`src/rtl/de_reg_pkg.sv`:
```
// de_reg_pkg: shared pipeline constants for the decode/execute register stages
package de_reg_pkg;
  localparam int XLEN = 32;
  localparam int REG_W = 5;
  localparam int RFWDMUX_W = 3;
  localparam int ALUBMUX_W = 3;
  localparam int ALUOP_W = 4;
  localparam int DMOP_W = 3;
  localparam int DTRF_W = 2;
  localparam int TNEW_W = 3;
  localparam logic [XLEN-1:0] PC_RST = 32'h0000_3000;
  localparam logic [XLEN-1:0] NOP = 32'h0000_0000;
  typedef struct packed {
    logic [RFWDMUX_W-1:0] rfwdmux;
    logic [ALUBMUX_W-1:0] alubmux;
    logic [ALUOP_W-1:0] aluop;
    logic [DMOP_W-1:0] dmop;
    logic [DTRF_W-1:0] dtrfsel;
    logic [TNEW_W-1:0] tnew;
  } ctrl_t;
endpackage

```
`src/rtl/de_reg_if.sv`:
```
// de_reg_if: decode-stage inputs and execute-stage outputs of the D/E register
interface de_reg_if;
  import de_reg_pkg::*;
  logic [XLEN-1:0] InstrD, PCD, RD1D, RD2D, ExtD;
  logic [REG_W-1:0] A3D;
  logic RFWED, DmweD;
  logic [RFWDMUX_W-1:0] RFWDMUXD;
  logic [ALUBMUX_W-1:0] ALUBMUXD;
  logic [ALUOP_W-1:0] ALUOPD;
  logic [DMOP_W-1:0] DMOPD;
  logic [DTRF_W-1:0] DATATORFSELD;
  logic [TNEW_W-1:0] TnewD;
  logic [XLEN-1:0] InstrE, PCE, RD1E, RD2E, ExtE;
  logic [REG_W-1:0] A3E;
  logic RFWEE, DmweE;
  logic [RFWDMUX_W-1:0] RFWDMUXE;
  logic [ALUBMUX_W-1:0] ALUBMUXE;
  logic [ALUOP_W-1:0] ALUOPE;
  logic [DMOP_W-1:0] DMOPE;
  logic [DTRF_W-1:0] DATATORFSELE;
  logic [TNEW_W-1:0] TnewE;
  logic ValidE;
  logic [XLEN-1:0] BubbleCnt;
  modport master (
    output InstrD, PCD, RD1D, RD2D, ExtD, A3D, RFWED, DmweD,
           RFWDMUXD, ALUBMUXD, ALUOPD, DMOPD, DATATORFSELD, TnewD,
    input  InstrE, PCE, RD1E, RD2E, ExtE, A3E, RFWEE, DmweE,
           RFWDMUXE, ALUBMUXE, ALUOPE, DMOPE, DATATORFSELE, TnewE, ValidE, BubbleCnt
  );
  modport slave (
    input  InstrD, PCD, RD1D, RD2D, ExtD, A3D, RFWED, DmweD,
           RFWDMUXD, ALUBMUXD, ALUOPD, DMOPD, DATATORFSELD, TnewD,
    output InstrE, PCE, RD1E, RD2E, ExtE, A3E, RFWEE, DmweE,
           RFWDMUXE, ALUBMUXE, ALUOPE, DMOPE, DATATORFSELE, TnewE, ValidE, BubbleCnt
  );
endinterface

```
`src/rtl/de_reg_pipe_field.sv`:
```
// pipe_field: pipeline field register with sync active-low reset, enable and clear
module pipe_field #(
  parameter int W = 1,
  parameter logic [W-1:0] RV = '0
) (
  input  logic         clk,
  input  logic         reset,
  input  logic         en,
  input  logic         clr,
  input  logic [W-1:0] d,
  output logic [W-1:0] q
);
  always_ff @(posedge clk)
    q <= !reset ? RV : en ? (clr ? '0 : d) : q;
endmodule

```
`src/rtl/de_reg.sv`:
```
// de_reg: decode/execute pipeline register with hold, bubble insertion and bubble counter
module de_reg
  import de_reg_pkg::*;
(
  input logic clk,
  input logic reset,
  input logic stall,
  input logic flush,
  input logic hold_e,
  de_reg_if.slave bus
);
  logic en, bubble;
  logic [REG_W-1:0] a3_d;
  ctrl_t ctrl_d, ctrl_e;
  logic [XLEN-1:0] bubble_cnt;
  assign en = !hold_e;
  assign bubble = stall | flush;
  // a non-writing instruction must never look like a forwarding source
  assign a3_d = bus.RFWED ? bus.A3D : '0;
  assign ctrl_d = {bus.RFWDMUXD, bus.ALUBMUXD, bus.ALUOPD, bus.DMOPD, bus.DATATORFSELD, bus.TnewD};
  assign {bus.RFWDMUXE, bus.ALUBMUXE, bus.ALUOPE, bus.DMOPE, bus.DATATORFSELE, bus.TnewE} = ctrl_e;
  assign bus.BubbleCnt = bubble_cnt;
  pipe_field #(.W(XLEN), .RV(NOP)) u_instr (.clk, .reset, .en, .clr(bubble), .d(bus.InstrD), .q(bus.InstrE));
  pipe_field #(.W(XLEN), .RV(PC_RST)) u_pc (.clk, .reset, .en, .clr(1'b0), .d(bus.PCD), .q(bus.PCE));
  pipe_field #(.W(XLEN)) u_rd1 (.clk, .reset, .en, .clr(bubble), .d(bus.RD1D), .q(bus.RD1E));
  pipe_field #(.W(XLEN)) u_rd2 (.clk, .reset, .en, .clr(bubble), .d(bus.RD2D), .q(bus.RD2E));
  pipe_field #(.W(XLEN)) u_ext (.clk, .reset, .en, .clr(bubble), .d(bus.ExtD), .q(bus.ExtE));
  pipe_field #(.W(REG_W)) u_a3 (.clk, .reset, .en, .clr(bubble), .d(a3_d), .q(bus.A3E));
  pipe_field #(.W(1)) u_rfwe (.clk, .reset, .en, .clr(bubble), .d(bus.RFWED), .q(bus.RFWEE));
  pipe_field #(.W(1)) u_dmwe (.clk, .reset, .en, .clr(bubble), .d(bus.DmweD), .q(bus.DmweE));
  pipe_field #(.W($bits(ctrl_t))) u_ctrl (.clk, .reset, .en, .clr(bubble), .d(ctrl_d), .q(ctrl_e));
  pipe_field #(.W(1)) u_valid (.clk, .reset, .en, .clr(bubble), .d(1'b1), .q(bus.ValidE));
  always_ff @(posedge clk)
    if (!reset) bubble_cnt <= '0;
    else if (en && bubble && bubble_cnt != '1) bubble_cnt <= bubble_cnt + 1'b1;
endmodule

```
`src/flat_wrapper.sv`:
```
// flat-port wrapper written by rule: the top's interface ports become plain ports
module de_reg_flat import de_reg_pkg::*;
  (clk, reset, stall, flush, hold_e, bus_InstrD, bus_PCD, bus_RD1D, bus_RD2D, bus_ExtD, bus_A3D, bus_RFWED, bus_DmweD, bus_RFWDMUXD, bus_ALUBMUXD, bus_ALUOPD, bus_DMOPD, bus_DATATORFSELD, bus_TnewD, bus_InstrE, bus_PCE, bus_RD1E, bus_RD2E, bus_ExtE, bus_A3E, bus_RFWEE, bus_DmweE, bus_RFWDMUXE, bus_ALUBMUXE, bus_ALUOPE, bus_DMOPE, bus_DATATORFSELE, bus_TnewE, bus_ValidE, bus_BubbleCnt);
  de_reg_if bus_i ();
  input logic clk;
  input logic reset;
  input logic stall;
  input logic flush;
  input logic hold_e;
  input wire logic [$bits(bus_i.InstrD)-1:0] bus_InstrD;
  input wire logic [$bits(bus_i.PCD)-1:0] bus_PCD;
  input wire logic [$bits(bus_i.RD1D)-1:0] bus_RD1D;
  input wire logic [$bits(bus_i.RD2D)-1:0] bus_RD2D;
  input wire logic [$bits(bus_i.ExtD)-1:0] bus_ExtD;
  input wire logic [$bits(bus_i.A3D)-1:0] bus_A3D;
  input wire logic [$bits(bus_i.RFWED)-1:0] bus_RFWED;
  input wire logic [$bits(bus_i.DmweD)-1:0] bus_DmweD;
  input wire logic [$bits(bus_i.RFWDMUXD)-1:0] bus_RFWDMUXD;
  input wire logic [$bits(bus_i.ALUBMUXD)-1:0] bus_ALUBMUXD;
  input wire logic [$bits(bus_i.ALUOPD)-1:0] bus_ALUOPD;
  input wire logic [$bits(bus_i.DMOPD)-1:0] bus_DMOPD;
  input wire logic [$bits(bus_i.DATATORFSELD)-1:0] bus_DATATORFSELD;
  input wire logic [$bits(bus_i.TnewD)-1:0] bus_TnewD;
  output wire logic [$bits(bus_i.InstrE)-1:0] bus_InstrE;
  output wire logic [$bits(bus_i.PCE)-1:0] bus_PCE;
  output wire logic [$bits(bus_i.RD1E)-1:0] bus_RD1E;
  output wire logic [$bits(bus_i.RD2E)-1:0] bus_RD2E;
  output wire logic [$bits(bus_i.ExtE)-1:0] bus_ExtE;
  output wire logic [$bits(bus_i.A3E)-1:0] bus_A3E;
  output wire logic [$bits(bus_i.RFWEE)-1:0] bus_RFWEE;
  output wire logic [$bits(bus_i.DmweE)-1:0] bus_DmweE;
  output wire logic [$bits(bus_i.RFWDMUXE)-1:0] bus_RFWDMUXE;
  output wire logic [$bits(bus_i.ALUBMUXE)-1:0] bus_ALUBMUXE;
  output wire logic [$bits(bus_i.ALUOPE)-1:0] bus_ALUOPE;
  output wire logic [$bits(bus_i.DMOPE)-1:0] bus_DMOPE;
  output wire logic [$bits(bus_i.DATATORFSELE)-1:0] bus_DATATORFSELE;
  output wire logic [$bits(bus_i.TnewE)-1:0] bus_TnewE;
  output wire logic [$bits(bus_i.ValidE)-1:0] bus_ValidE;
  output wire logic [$bits(bus_i.BubbleCnt)-1:0] bus_BubbleCnt;
  assign bus_i.InstrD = bus_InstrD;
  assign bus_i.PCD = bus_PCD;
  assign bus_i.RD1D = bus_RD1D;
  assign bus_i.RD2D = bus_RD2D;
  assign bus_i.ExtD = bus_ExtD;
  assign bus_i.A3D = bus_A3D;
  assign bus_i.RFWED = bus_RFWED;
  assign bus_i.DmweD = bus_DmweD;
  assign bus_i.RFWDMUXD = bus_RFWDMUXD;
  assign bus_i.ALUBMUXD = bus_ALUBMUXD;
  assign bus_i.ALUOPD = bus_ALUOPD;
  assign bus_i.DMOPD = bus_DMOPD;
  assign bus_i.DATATORFSELD = bus_DATATORFSELD;
  assign bus_i.TnewD = bus_TnewD;
  assign bus_InstrE = bus_i.InstrE;
  assign bus_PCE = bus_i.PCE;
  assign bus_RD1E = bus_i.RD1E;
  assign bus_RD2E = bus_i.RD2E;
  assign bus_ExtE = bus_i.ExtE;
  assign bus_A3E = bus_i.A3E;
  assign bus_RFWEE = bus_i.RFWEE;
  assign bus_DmweE = bus_i.DmweE;
  assign bus_RFWDMUXE = bus_i.RFWDMUXE;
  assign bus_ALUBMUXE = bus_i.ALUBMUXE;
  assign bus_ALUOPE = bus_i.ALUOPE;
  assign bus_DMOPE = bus_i.DMOPE;
  assign bus_DATATORFSELE = bus_i.DATATORFSELE;
  assign bus_TnewE = bus_i.TnewE;
  assign bus_ValidE = bus_i.ValidE;
  assign bus_BubbleCnt = bus_i.BubbleCnt;
  de_reg u_core (.clk(clk), .reset(reset), .stall(stall), .flush(flush), .hold_e(hold_e), .bus(bus_i));
endmodule
```
`config.mk`:
```
export PLATFORM = sky130hd
export DESIGN_NAME = de_reg_flat
export DESIGN_NICKNAME = d
export VERILOG_FILES = /design/src/rtl/de_reg_pkg.sv /design/src/rtl/de_reg_if.sv /design/src/rtl/de_reg_pipe_field.sv /design/src/rtl/de_reg.sv /design/src/flat_wrapper.sv
export SDC_FILE = /design/constraint.sdc
export NUM_CORES = 1
export LEC_CHECK = 0
export ABC_AREA = 0
export ABC_CLOCK_PERIOD_IN_PS = 5330
export CAP_MARGIN = 25
export CORE_AREA = 2 2 159 161
export CTS_CLUSTER_DIAMETER = 50
export CTS_CLUSTER_SIZE = 24
export DETAILED_ROUTE_END_ITERATION = 10
export DIE_AREA = 0 0 161 163
export PLACE_DENSITY = 0.71
export SETUP_SLACK_MARGIN = 0.3
export SLEW_MARGIN = 20
export SYNTH_ARGS = -nofsm -noshare
export SYNTH_HDL_FRONTEND = slang
export SYNTH_SLANG_ARGS = --single-unit
```
`constraint.sdc`:
```
create_clock -name clk -period 5.33 [get_ports clk]
set_input_delay 1.599 -clock clk [delete_from_list [all_inputs] [get_ports clk]]
set_output_delay 1.599 -clock clk [all_outputs]
set_load 0.1 [all_outputs]
```
==> results.toml <==
[synth]
synth_top_cell_by_area = "dfxtp_1"
synth_edf_count = 0
avgSynthCellArea_um2 = 10.3
seq_area_frac_synth_pct = 52.3
synth_ff_type = "dfxtp_1"
syn_area_um2 = 8350
syn-instance-count = 813
async_flop_share_pct = 0
yosysTopAreaCellShare_pct = 52.3
synth-warning-count = 0
ys_seq_elements = 218
synth.distinct_cells = 51
syn-num-nets = 1004
synth_area_leaders = "dfxtp_1 (52%), nor2b_1 (14%), a22oi_1 (13%)"

[worst_hold_path]
hold_start = "u_core.u_pc.q[13]"
hold_path_depth = 2
min-delay-path-class = "flip-flop to flip-flop"
holdPathEnd = "u_core.u_pc.q[13]"

[die]
core_region_area_um2 = 24700
chipWidth_um = 161
pin_count = 408
start_util_pct = 33.8
rows = 58
die_area_um2 = 26200
dieHeight_um = 163

[critical_path]
worstSetupPathType = "flip-flop to output port"
timing.rr.end = "u_core.bus.BubbleCnt[2]"
critPathMaxStageDelay_ns = 1.21
cp_top_family = "buffers and inverters"
critPathArrivalTime_ns = 2.23
crit_buf_inv = 1
slowest_stage = "clkdlybuf4s50_1"
r2r-start = "u_core.bus.BubbleCnt[0]"
path_cells = "clkdlybuf4s50_1"
start_kind = "flip-flop"
cp_max_fo = 8
cp-end-kind = "output port"
crit_required_ns = 3.73
ff2ff_path_depth = 6
r2r_slack_ns = 3.04

[drt]
avgRoutedWirePerCell_um = 16.8
ant_nets = 0
drc = 0
dr_total_vias = 7558
drtPass1Iterations = 7
vias_per_cell = 4.88
drtIter0Drc = 468
routed_wl_um = 26000

[global_route]
track_usage_pct = 18.4
antenna_found_initial = 1
grt_max_degree = 120
grt_remaining_overflow = 0
grt_pass1_wl_um = 39500
grt_pass1_vias = 7254

[power_and_ir_drop]
vdd.ir_drop.worst_uv = 254
p_leak_nw = 4.68
finalPower_mw = 4.34
p_per_area_nw_per_um2 = 317

[clocking]
clk_latency_ns = 0.53
clock-sinks = 218
clk_pin_slew_ns = 0.06
numCtsBuffers = 28
cts_setup_buffers = 0
ctsHoldBuffers = 0
cts_tree = "built"
ctsHtreeMaxLevel = 1
root_buffer = "clkbuf_16"
cts.path.max_buffers = 3
cts_resized = 0

[sta]
layout_min_cycle_time_ns = 3.83
setup_viol = 0
rsz0062_at_grt = "false"
hold_viol = 0
relSlewSlack_pct = 29.4
clock.fmax_mhz = 261
setup_ws_ns = 1.50
setup_tns_ns = 0
worst_pin_slew_ns = 1.06
fin_crit_sh_pct = 71.8
slew_viol_final = 0
hold_slack_ns = 0.479
skew_ns = 0.0125

[placed_design]
placed_area_um2 = 12700
hpwl_um = 18100
placed_cells = 1497
port-buffer-count = 407
pre_cts_slack_ns = 1.54
gp_congestion = 0.752

[outcome]
outcome = "complete, no violations"

[cells_and_area]
utilization_pct = 55.5
seqCellArea_um2 = 4360
fin_area_um2 = 13700
antenna_cells = 0
finalNetCount = 1388
fillers = 2157
final_cells = 1549
multi_input_area_um2 = 3710
layout-drive-gt1-share_pct = 7.79
syn2layout_area_growth_pct = 64.0

[run]
cap_violations = 0
==> registers in the layout (all words and copies together) (netlist names) <==
name                  cells
u_core.u_valid.q          1
u_core.u_rd2.q           32
u_core.u_instr.q         32
u_core.u_dmwe.q           1
u_core.u_rfwe.q           1
u_core.u_ctrl.q          18
u_core.u_pc.q            32
u_core.u_rd1.q           32
u_core.u_a3.q             5
u_core.bus.BubbleCnt     32
u_core.u_ext.q           32
==> worst max-delay path by stage <==
stage | from | to | slack [ns] | depth (start not counted)
after detailed placement | flush | u_core.bus.BubbleCnt[19] | 1.54 | 8
final | u_core.bus.BubbleCnt[2] | bus_BubbleCnt[2] | 1.50 | 1
after CTS | u_core.bus.BubbleCnt[2] | bus_BubbleCnt[2] | 1.48 | 1
after global routing | u_core.bus.BubbleCnt[2] | bus_BubbleCnt[2] | 1.43 | 1
after global placement | flush | u_core.u_rd1.q[17] | 1.57 | 5
after floorplan | hold_e | u_core.bus.BubbleCnt[17] | 2.17 | 7
==> Yosys cell counts (all sizes together) (4+ instances only) <==
library cell  count
dfxtp           218
nor2b           183
a22oi           148
clkbuf           60
mux2i            36
a21boi           24
nand2            21
or3              19
o21ai            18
nand3            12
nand4             7
nor2              6
or4               6
a32oi             5
buf               5
inv               5
nand2b            5
o31ai             5
nor3              4
nor4              4
==> final cells by class <==
class | count | share of cell area [%]
flip-flops and latches | 218 | 31.9
repair buffers | 419 | 30.7
multi-input cells | 525 | 27.1
clock buffers | 33 | 5.56
well taps | 330 | 3.02
clock inverters | 19 | 1.66
inverters | 5 | 0.137
==> cells by family after synthesis <==
family          after synthesis  share of synthesized area [%]
buf+inv                      70                           3.45
mux                          36                           4.32
fa+ha+maj                     1                          0.150
simple gates                278                           20.7
compound gates              208                           18.9
xor+xnor                      2                          0.210
flops                       218                           52.3
==> layout by cell type, fill, tap and decap left out, types with 3 or more instances in the layout <==
| master | count |
|---|---|
| and2_1 | 3 |
| nand4_1 | 6 |
| or3_1 | 10 |
| mux2i_1 | 36 |
| o21ai_1 | 10 |
| nand2b_1 | 5 |
| nor3_1 | 3 |
| o31ai_1 | 5 |
| a21boi_1 | 14 |
| or3_2 | 8 |
| dfxtp_1 | 218 |
| clkinv_8 | 4 |
| and4_1 | 3 |
| a21boi_2 | 9 |
| nand2_1 | 21 |
| clkinv_4 | 3 |
| a22oi_1 | 148 |
| nor2b_1 | 183 |
| or4_1 | 4 |
| clkbuf_16 | 29 |
| buf_12 | 3 |
| a32oi_1 | 5 |
| nor2_1 | 6 |
| nand3_1 | 11 |
| inv_1 | 5 |
| clkinvlp_4 | 5 |
| buf_4 | 11 |
| clkdlybuf4s50_1 | 404 |
| o21ai_0 | 7 |
==> metal layers <==
layer / track usage [%] / up-vias / part of all wire (%)
met4: 6.37 / 2 / 2.8
met3: 4.76 / 50 / 7.6
met5: 0 / - / 0.038
met1: 22.4 / 3523 / 41
met2: 31.7 / 292 / 49
li1: - / 3691 / -
==> power breakdown <==
part	total, mW	internal (mW)	switching (mW)	leakage (nW)
registers	1.70	1.67	0.0238	1.77
logic	0.708	0.261	0.447	2.44
clock network	1.93	1.15	0.784	0.466
total	4.34	3.08	1.25	4.68
Power figures use the tool's default switching activity.
